**config.mk**
```make
export PLATFORM = sky130hd
export DESIGN_NAME = activation_pipeline
export DESIGN_NICKNAME = d
export VERILOG_FILES = /design/src/rtl/activation_pipeline.sv
export SDC_FILE = /design/constraint.sdc
export NUM_CORES = 1
export LEC_CHECK = 0
export ABC_CLOCK_PERIOD_IN_PS = 3700
export BUFFER_PORTS_ARGS = -buffer_cell sky130_fd_sc_hd__buf_2
export CAP_MARGIN = 30
export CORE_MARGIN = 1.5
export CORE_UTILIZATION = 45
export DETAILED_ROUTE_END_ITERATION = 7
export GPL_TIMING_DRIVEN = 0
export PLACE_DENSITY_LB_ADDON = 0.15
export SLEW_MARGIN = 10
export SYNTH_ARGS = -nofsm -noshare
export SYNTH_HDL_FRONTEND = slang
export SYNTH_SLANG_ARGS = --single-unit
```
**constraint.sdc**
```tcl
create_clock -name clk -period 3.7 [get_ports clk]
set_clock_uncertainty 0.05 [all_clocks]
set_input_delay 0.185 -clock clk [delete_from_list [all_inputs] [get_ports clk]]
set_output_delay 0.185 -clock clk [all_outputs]
set_load 0.005 [all_outputs]
```
**src/rtl/activation_pipeline.sv**
```systemverilog
// activation_pipeline: multi-lane requantise / activation stage.
// Each lane: arithmetic right shift -> saturate to OUT_W -> optional ReLU.
// Two registered stages, valid/ready on both sides, saturation event counter.
// Optional build macro ACTIVATION_ROUND_NEAREST_EN selects round-half-up
// shifting in stage 1 instead of plain floor shifting.
//
// Handshake: a beat moves across an interface on a clock edge where valid
// and ready are both 1. out_valid stays high, with out_data stable, until
// out_ready is seen high. in_ready and out_valid come only from registered
// state and out_ready, never from in_valid.
module activation_pipeline #(
    parameter int ACC_W   = 32,
    parameter int OUT_W   = 8,
    parameter int LANES   = 4,
    parameter int SHIFT_W = 5,
    parameter int CNT_W   = 16
) (
    input  logic                     clk,
    input  logic                     reset_n,
    input  logic                     in_valid,
    output logic                     in_ready,
    input  logic [LANES*ACC_W-1:0]   in_acc,
    input  logic [SHIFT_W-1:0]       in_shift,
    input  logic                     in_output_layer,
    output logic                     out_valid,
    input  logic                     out_ready,
    output logic [LANES*OUT_W-1:0]   out_data,
    output logic [CNT_W-1:0]         sat_count,
    input  logic                     sat_clear
);

    localparam int SAT_N_W = $clog2(LANES + 1);
    localparam int TOP_W   = ACC_W - OUT_W + 1;

    // Pipeline state
    logic                     s1_valid_q;
    logic                     s1_mode_q;
    logic [LANES*ACC_W-1:0]   s1_data_q;
    logic [LANES*ACC_W-1:0]   s1_data_d;
    logic                     s2_valid_q;
    logic [LANES*OUT_W-1:0]   out_data_q;
    logic [LANES*OUT_W-1:0]   out_data_d;
    logic [CNT_W-1:0]         sat_count_q;
    logic [CNT_W-1:0]         sat_count_d;

    // Flow control
    logic adv1;
    logic adv2;
    logic s2_load;

    // Stage-2 lane scratch
    logic [LANES-1:0]         lane_sat;
    logic [SAT_N_W-1:0]       n_sat;
    logic [TOP_W-1:0]         lane_top;
    logic [OUT_W-1:0]         lane_out;
    logic [CNT_W:0]           cnt_sum;

    // Stage 2 advances when it is empty or its beat is being taken;
    // stage 1 advances when it is empty or stage 2 advances.
    assign adv2     = !s2_valid_q || out_ready;
    assign adv1     = !s1_valid_q || adv2;
    assign s2_load  = adv2 && s1_valid_q;
    assign in_ready = adv1;

    assign out_valid = s2_valid_q;
    assign out_data  = out_data_q;
    assign sat_count = sat_count_q;

`ifdef ACTIVATION_ROUND_NEAREST_EN
    // One spare bit so adding the rounding bias cannot overflow.
    logic signed [ACC_W:0] lane_ext;
    logic signed [ACC_W:0] lane_bias;
    logic signed [ACC_W:0] lane_shifted;

    // Stage-1 datapath: round-half-up arithmetic shift per lane.
    always_comb begin
        s1_data_d    = '0;
        lane_ext     = '0;
        lane_bias    = '0;
        lane_shifted = '0;
        for (int i = 0; i < LANES; i++) begin
            lane_ext = {in_acc[i*ACC_W + ACC_W - 1], in_acc[i*ACC_W +: ACC_W]};
            if (in_shift == '0) begin
                lane_bias = '0;
            end else begin
                lane_bias = (ACC_W+1)'(1) <<< (in_shift - SHIFT_W'(1));
            end
            lane_shifted = (lane_ext + lane_bias) >>> in_shift;
            // For shift >= 1 the result always fits back in ACC_W bits.
            s1_data_d[i*ACC_W +: ACC_W] = lane_shifted[ACC_W-1:0];
        end
    end
`else
    logic signed [ACC_W-1:0] lane_in;

    // Stage-1 datapath: floor arithmetic shift per lane.
    always_comb begin
        s1_data_d = '0;
        lane_in   = '0;
        for (int i = 0; i < LANES; i++) begin
            lane_in = $signed(in_acc[i*ACC_W +: ACC_W]);
            s1_data_d[i*ACC_W +: ACC_W] = lane_in >>> in_shift;
        end
    end
`endif

    // Stage-2 datapath: clamp, ReLU for hidden layers, count clamped lanes.
    always_comb begin
        out_data_d = '0;
        lane_sat   = '0;
        n_sat      = '0;
        lane_top   = '0;
        lane_out   = '0;
        for (int i = 0; i < LANES; i++) begin
            // The value fits in OUT_W signed bits iff every bit from the
            // OUT_W sign position upward agrees.
            lane_top    = s1_data_q[i*ACC_W + OUT_W - 1 +: TOP_W];
            lane_sat[i] = !((&lane_top) || !(|lane_top));
            if (!lane_sat[i]) begin
                lane_out = s1_data_q[i*ACC_W +: OUT_W];
            end else if (s1_data_q[i*ACC_W + ACC_W - 1]) begin
                lane_out = {1'b1, {(OUT_W-1){1'b0}}};
            end else begin
                lane_out = {1'b0, {(OUT_W-1){1'b1}}};
            end
            if (!s1_mode_q && lane_out[OUT_W-1]) begin
                lane_out = '0;
            end
            out_data_d[i*OUT_W +: OUT_W] = lane_out;
            n_sat = n_sat + SAT_N_W'(lane_sat[i]);
        end
    end

    // Saturation counter next state: clear wins, otherwise sticky add.
    always_comb begin
        cnt_sum     = {1'b0, sat_count_q} + (CNT_W+1)'(n_sat);
        sat_count_d = sat_count_q;
        if (sat_clear) begin
            sat_count_d = '0;
        end else if (s2_load) begin
            sat_count_d = cnt_sum[CNT_W] ? '1 : cnt_sum[CNT_W-1:0];
        end
    end

    // Pipeline and counter registers; reset drops every in-flight beat.
    always_ff @(posedge clk) begin
        if (!reset_n) begin
            s1_valid_q  <= 1'b0;
            s1_mode_q   <= 1'b0;
            s1_data_q   <= '0;
            s2_valid_q  <= 1'b0;
            out_data_q  <= '0;
            sat_count_q <= '0;
        end else begin
            if (adv1) begin
                s1_valid_q <= in_valid;
                if (in_valid) begin
                    s1_data_q <= s1_data_d;
                    s1_mode_q <= in_output_layer;
                end
            end
            if (adv2) begin
                s2_valid_q <= s1_valid_q;
                if (s1_valid_q) begin
                    out_data_q <= out_data_d;
                end
            end
            sat_count_q <= sat_count_d;
        end
    end

endmodule

```
==> impl_metrics.csv, run 1 <==
group,metric,value,unit
drt,drt-wirelength-per-cell,33.02,µm
synth,synthesis.nets,1717,
drt,antenna_violating_nets_post_route,0,
drt,number_of_vias_after_detailed_routing,15720,
run_status,outcome,"finished, final reports clean",
layout,area_growth,14.85,%
sta,highest_clock_frequency_the_design_can_meet,0.2862,GHz
floorplan,die_area,33220,µm²
floorplan,fp.dieH,182.3,µm
drt,vias_per_cell,7.149,
power_and_ir_drop,vdd_ir_drop_max,0.0003527,V
synth,edff_count_synth,0,
cts,tritoncts,"yes",
setup_path,critPathBufInv,3,
setup_path,cp_max_fo,10,
synth,async_flop_share,0,%
global_routing,global_route.overflow_total,0,
cts,clock_sinks,179,
floorplan,row_count,65,
drt,wl,72610,µm
layout,finalInstanceArea,16610,µm²
synth,synth.yosys.warnings,0,
layout,num_antenna_cells,0,
synth,synthesis.instances,1574,
drt,tritonroute_pass_1_iters,6,
synth,synth_top_cells_by_count,"sky130_fd_sc_hd__nand2_1 (209), sky130_fd_sc_hd__dfxtp_1 (179), sky130_fd_sc_hd__a21oi_1 (119)",
synth,leading_cell_type_by_number_of_instances_after_synthesis,"sky130_fd_sc_hd__nand2_1",
place,dp.final_hpwl,57240,µm
sta,slew_headroom,28.86,%
sta,fin_crit,3.494,ns
setup_path,critPathRequiredTime,4.01,ns
setup_path,critical_path_data_arrival_time,3.81,ns
synth,post_synth_num_cell_types,79,
drt,drc,0,
floorplan,core_region_area,31560,µm²
global_routing,first_pass_grt_wire_length,103900,µm
floorplan,floorplan.die.width,182.3,µm
synth,ys_dominant_reg_cell,"sky130_fd_sc_hd__dfxtp_1",
global_routing,grt_pass1_vias,14580,
setup_path,crit_slowest_cell,"sky130_fd_sc_hd__fa_1",
sta,final-setup-viol-count,0,
power_and_ir_drop,pwr_density_cell,357.5,nW/µm²
layout,drive_gt1_share,25.71,%
cts,cts_root_buf,"sky130_fd_sc_hd__clkbuf_16",
setup_path,max_stage_delay,0.53,ns
floorplan,initial_core_util,45.82,%
setup_path,timing.critical_path.max_delay_family,"adder cells",
place,globalplace.congestion,1.021,
place,portBuffers,181,
sta,timing_hold_violations_final,0,
sta,finalMaxSlewViolations,0,
synth,post-synth-top-area-fraction,24.78,%
hold_path,hold_path.class,"in2reg",
sta,tightestPinTransition,1.059,ns
place,placed_cell_area,15900,µm²
synth,ys_ff_latch,179,
power_and_ir_drop,cellLeakagePower,6.544,nW
cts,h-tree-depth,4,
synth,yosysSeqAreaShare,24.78,%
cts,clk_pin_slew,0.07,ns
global_routing,groute.usage.overall,43.60,%
layout,nNetsFinal,1928,
synth,synthesis.area_per_instance,9.187,µm²
setup_path,worst_setup_path_end_kind,"register",
setup_path,timing_worst_setup_path_type,"reg2reg",
synth,synth_largest_area_cell,"sky130_fd_sc_hd__dfxtp_1",
cts,tritoncts_buffers,17,
layout,finalCoreUtilization,52.63,%
global_routing,initial_antenna_violation_count,2,
floorplan,io-pin-count,189,
setup_path,worst_setup_path_start_kind,"register",
synth,synth_area,14460,µm²
sta,period_share,94.43,%
drt,drt_iter0_drc,2349,
cts,max_clock_buf_depth,2,
synth,synth_top_cells_by_area,"sky130_fd_sc_hd__dfxtp_1 (25%), sky130_fd_sc_hd__mux4_2 (17%), sky130_fd_sc_hd__mux2i_1 (6.9%), sky130_fd_sc_hd__nand2_1 (5.4%), sky130_fd_sc_hd__mux4_1 (4.5%)",
cts,clock_latency,0.45,ns
job,drv_cap,0,
setup_path,crit_chain,"nor4_1 > nand4_1 > a2bb2oi_4 > fa_1 > inv_1 > fa_2 > inv_1 > fa_2 > nand4_1 > nor3_2 > nand2_2 > buf_4 > a21oi_1",
global_routing,pin_count_of_the_biggest_net_entering_global_routing,17,
==> placed cells by master (no fill, tap or decap), drive strengths merged, types with 7 or more instances in the layout <==
master	netlist	final
a211oi	17	17
a21o	9	9
a21oi	119	119
a22oi	17	17
a2bb2oi	7	7
a31oi	8	8
a32o	8	8
and2	19	19
and3	9	9
buf	60	251
clkbuf	84	104
dfxtp	179	179
inv	14	16
mux2	39	39
mux2i	100	100
mux4	137	137
nand2	209	209
nand2b	7	7
nand3	44	44
nand4	29	29
nor2	100	100
nor3	34	34
nor3b	8	8
nor4	24	24
o211a	10	10
o211ai	27	27
o21ai	115	115
o221ai	12	12
o22ai	19	19
o31a	7	7
==> report_power, final <==
group / internal, mW / switching (mW)
Sequential: 2.07 / 0.116
Combinational: 0.718 / 1.20
Clock: 1.01 / 0.820
Total: 3.80 / 2.13
==> flip-flops by register name (all words and copies together), names as in the netlist <==
name and count:
sat_count 16, s1_mode_q 1, out_data 32, s1_valid_q 1, s1_data_q 128, out_valid 1
==> worst reg2reg max path: cells and delay by family, from the launching register on <==
kind,cells,cell delay (ns)
AOI/OAI and AO/OA,2,0.39
buffers and inverters,3,0.33
adders and majority gates,3,1.15
DFF,1,0.33
and+or+nand+nor,5,1.14
==> repair_timing <==
action | in CTS | in global routing
pin swaps | 0 | 5
resized for setup | 2 | 15
endpoints found under the hold margin | 1 | 0
hold buffers | 1 | 0
buffers inserted | 0 | 5
setup endpoints to repair | 10 | 16
==> final cells by class <==
class                      instances  area, µm²
buffer                           144      858.3
fill                            3030      14950
clock buffer                      20      446.7
clock inverter                    11      130.1
inverter                          16      60.06
multi-input combinational       1235      10030
timing repair buffer             192      996.0
sequential                       179       3583
tap                              402      503.0
==> per-stage QoR <==
| step | hold slack, ns | power [mW] | setup TNS (ns) | worst slack [ns] | instances |
|---|---|---|---|---|---|
| detailed placement | 0.3927 | 4.031 | -0.02595 | -0.02085 | 2161 |
| floorplan | 0.2645 | 3.277 | 0 | 0.5873 | 1574 |
| global placement | 0.3797 | 4.021 | -2.236 | -0.2334 | 2157 |
| CTS | 0.007179 | 5.827 | 0 | 0.005155 | 2193 |
| global route | 0.02936 | 6.069 | -0.02456 | -0.01461 | 2199 |
| finish | 0.01409 | 5.937 | 0 | 0.2060 | 2199 |
==> routing by layer <==
layer  vias to the layer above  routed length [µm]  global-route usage (%)
met5                         -                   0                       0
met4                         0                3790                   19.17
met3                       231                9309                   9.120
met2                      1414               30560                   65.46
met1                      7562               28950                   60.64
li1                       6514                   -                       -
==> final timing paths <==
path | startpoint | end | slack [ns] | cells past startpoint
worst min register to register | out_data[31] | out_data[31] | 0.40 | 2
worst min-delay path | in_valid | s1_valid_q | 0.01 | 3
worst max-delay path | s1_data_q[77] | sat_count[7] | 0.21 | 13
worst max register to register | s1_data_q[77] | sat_count[7] | 0.21 | 13
==> kinds of logic after synthesis <==
| family | after synthesis | share of synthesized area [%] |
|---|---|---|
| xor gates and xnor gates | 10 | 0.6057 |
| and+or+nand+nor | 504 | 16.04 |
| DFF | 179 | 24.78 |
| muxes | 276 | 31.95 |
| buffers and inverters | 160 | 6.325 |
| AOI/OAI and AO/OA | 441 | 19.80 |
| adders and majority gates | 4 | 0.5019 |
No activity file was read; power rests on OpenSTA's default activity.
==> inputs of run 2 (changes only) <==
- RECOVER_POWER: not set -> 100
==> run 2 against run 1 <==
  * Hold slack better by 0.0063 ns
  * Non-clock buffer count unchanged
  * Clock power about the same
  * Flip-flop and latch count unchanged
  * Final cell count unchanged
  * Design area down 0.35%
  * Largest power group unchanged
  * Wire length down 0.13%
  * Utilization down 0.19 points
  * Maximum frequency down 0.71%
  * Total power down 0.25%
==> impl_metrics.csv, run 2 (same netlist as run 1, synthesis figures left out) <==
group,metric,value,unit
place,globalplace.congestion,1.021,
layout,area.sequential,3583,µm²
drt,drt_iter0_drc,2278,
drt,tritonroute_pass_1_iters,7,
floorplan,floorplan.die.width,182.3,µm
sta,highest_clock_frequency_the_design_can_meet,0.2842,GHz
floorplan,fp.dieH,182.3,µm
sta,fin_crit,3.519,ns
run_status,outcome,"finished, final reports clean",
layout,final_common_cell,"sky130_fd_sc_hd__nand2_1",
global_routing,first_pass_grt_wire_length,103900,µm
sta,finalMaxSlewViolations,0,
job,drv_cap,0,
setup_path,timing_worst_setup_path_type,"reg2reg",
place,placed_cell_area,15900,µm²
floorplan,io-pin-count,189,
cts,clock_latency,0.45,ns
setup_path,worst_setup_path_end_kind,"register",
setup_path,cells_on_worst_reg2reg_path,13,
drt,antenna_violating_nets_post_route,0,
sta,tightestPinTransition,1.060,ns
power_and_ir_drop,pwr_density_cell,357.9,nW/µm²
drt,drt-wirelength-per-cell,32.97,µm
setup_path,critical_path_data_arrival_time,3.83,ns
power_and_ir_drop,register_share_of_total_power,36.9,%
sta,tns,0,ns
layout,final_cell_mix,"sky130_fd_sc_hd__nand2_1 (208), sky130_fd_sc_hd__buf_2 (184), sky130_fd_sc_hd__dfxtp_1 (179)",
setup_path,worst_setup_path_start_kind,"register",
place,portBuffers,181,
setup_path,reg2reg_to,"sat_count[7]",
hold_path,hold-path-cell-count,3,
power_and_ir_drop,cellLeakagePower,6.457,nW
drt,drc,0,
power_and_ir_drop,switchingPower,2.126,mW
floorplan,initial_core_util,45.82,%
cts,clock_sinks,179,
layout,finalInstanceArea,16550,µm²
global_routing,initial_antenna_violation_count,2,
cts,h-tree-depth,4,
sta,slew_headroom,28.77,%
cts,tritoncts_buffers,17,
hold_path,timing.hold.worst_endpoint,"s1_valid_q",
power_and_ir_drop,vdd_ir_drop_max,0.0003525,V
floorplan,core_region_area,31560,µm²
cts,tritoncts,"yes",
power_and_ir_drop,power,5.923,mW
layout,num_antenna_cells,0,
setup_path,cp_max_fo,10,
place,dp.final_hpwl,57240,µm
layout,max_ffs_per_register,128,
sta,period_share,95.11,%
global_routing,grt_pass1_vias,14580,
place,placement.setup.worst_slack,-0.02085,ns
global_routing,pin_count_of_the_biggest_net_entering_global_routing,17,
cts,max_clock_buf_depth,2,
layout,drive_gt1_share,24.49,%
setup_path,critPathRequiredTime,4.01,ns
layout,fill_cells,3042,
sta,timing_hold_violations_final,0,
global_routing,groute.usage.overall,43.60,%
global_routing,global_route.overflow_total,0,
power_and_ir_drop,power.internal,3.796,mW
layout,nNetsFinal,1928,
setup_path,reg2reg_slack,0.18,ns
layout,post_layout_nonfiller_instances,2199,
drt,vias_per_cell,7.149,
hold_path,hold_path.class,"in2reg",
setup_path,r2r-start,"s1_data_q[77]",
drt,wl,72510,µm
layout,multiInputGateArea,10030,µm²
floorplan,row_count,65,
hold_path,hold_path.startpoint,"in_valid",
power_and_ir_drop,swShare,35.90,%
drt,number_of_vias_after_detailed_routing,15720,
cts,cts_root_buf,"sky130_fd_sc_hd__clkbuf_16",
sta,final-setup-viol-count,0,
cts,clk_pin_slew,0.07,ns
place,place_inst,2161,
layout,area_growth,14.44,%
floorplan,die_area,33220,µm²
power_and_ir_drop,comb_power_share,32.2,%
sta,setup_slack,0.1809,ns
layout,largest_reg_by_ff_count,"s1_data_q",
power_and_ir_drop,p_clk_share,30.9,%
run 2: timing repair:
action,in CTS,in global routing
setup buffers,0,5
hold endpoints to repair,1,0
gates resized for setup,2,15
hold buffers,1,0
pin swaps,0,5
setup endpoints to repair,10,16
run 2: critical path: stages (launching register included):
cell	delay, ns
sky130_fd_sc_hd__dfxtp_1	0.33
sky130_fd_sc_hd__nor4_1	0.30
sky130_fd_sc_hd__nand4_1	0.25
sky130_fd_sc_hd__a2bb2oi_4	0.25
sky130_fd_sc_hd__fa_1	0.53
sky130_fd_sc_hd__inv_1	0.06
sky130_fd_sc_hd__fa_2	0.39
sky130_fd_sc_hd__inv_1	0.09
sky130_fd_sc_hd__fa_2	0.23
sky130_fd_sc_hd__nand4_1	0.24
sky130_fd_sc_hd__nor3_2	0.26
sky130_fd_sc_hd__nand2_2	0.11
sky130_fd_sc_hd__buf_4	0.18
sky130_fd_sc_hd__a21oi_1	0.15
run 2: layout make-up:
type / count / area share [%]
tap: 402 / 3.039
multi-input combinational: 1235 / 60.59
timing repair buffer: 192 / 5.845
clock inverter: 11 / 0.7863
buffer: 144 / 5.020
clock buffer: 20 / 2.699
inverter: 16 / 0.3629
sequential: 179 / 21.65
run 2: stage by stage:
stage	utilization (%)	hold slack [ns]
3_3_place_gp	50.29	0.3797
5_1_grt	52.44	0.02988
4_1_cts	52.32	0.007179
3_5_place_dp	50.40	0.3927
2_1_floorplan	-	0.2645
6_report	52.44	0.02036
run 2: power by group through the flow:
stage | clock [mW] | combinational (mW) | sequential (mW)
after detailed placement | 0 | 1.81 | 2.22
after CTS | 1.83 | 1.82 | 2.18
after global placement | 0 | 1.80 | 2.22
after global routing | 1.90 | 1.96 | 2.20
after floorplan | 0 | 1.09 | 2.19
final | 1.83 | 1.91 | 2.19
run 2: per-layer routing:
metal / GRT usage, % / wire (µm)
met5: 0 / 0
met4: 19.17 / 3732
met3: 9.120 / 9372
met2: 65.46 / 30700
met1: 60.64 / 28710
run 2: worst max path at each step:
stage,startpoint,end,cells past startpoint
after global routing,s1_data_q[79],sat_count[7],13
final,s1_data_q[77],sat_count[7],13
after floorplan,s1_data_q[82],sat_count[10],13
after detailed placement,s1_data_q[82],sat_count[7],13
after CTS,s1_data_q[74],sat_count[7],13
after global placement,s1_data_q[31],sat_count[6],13
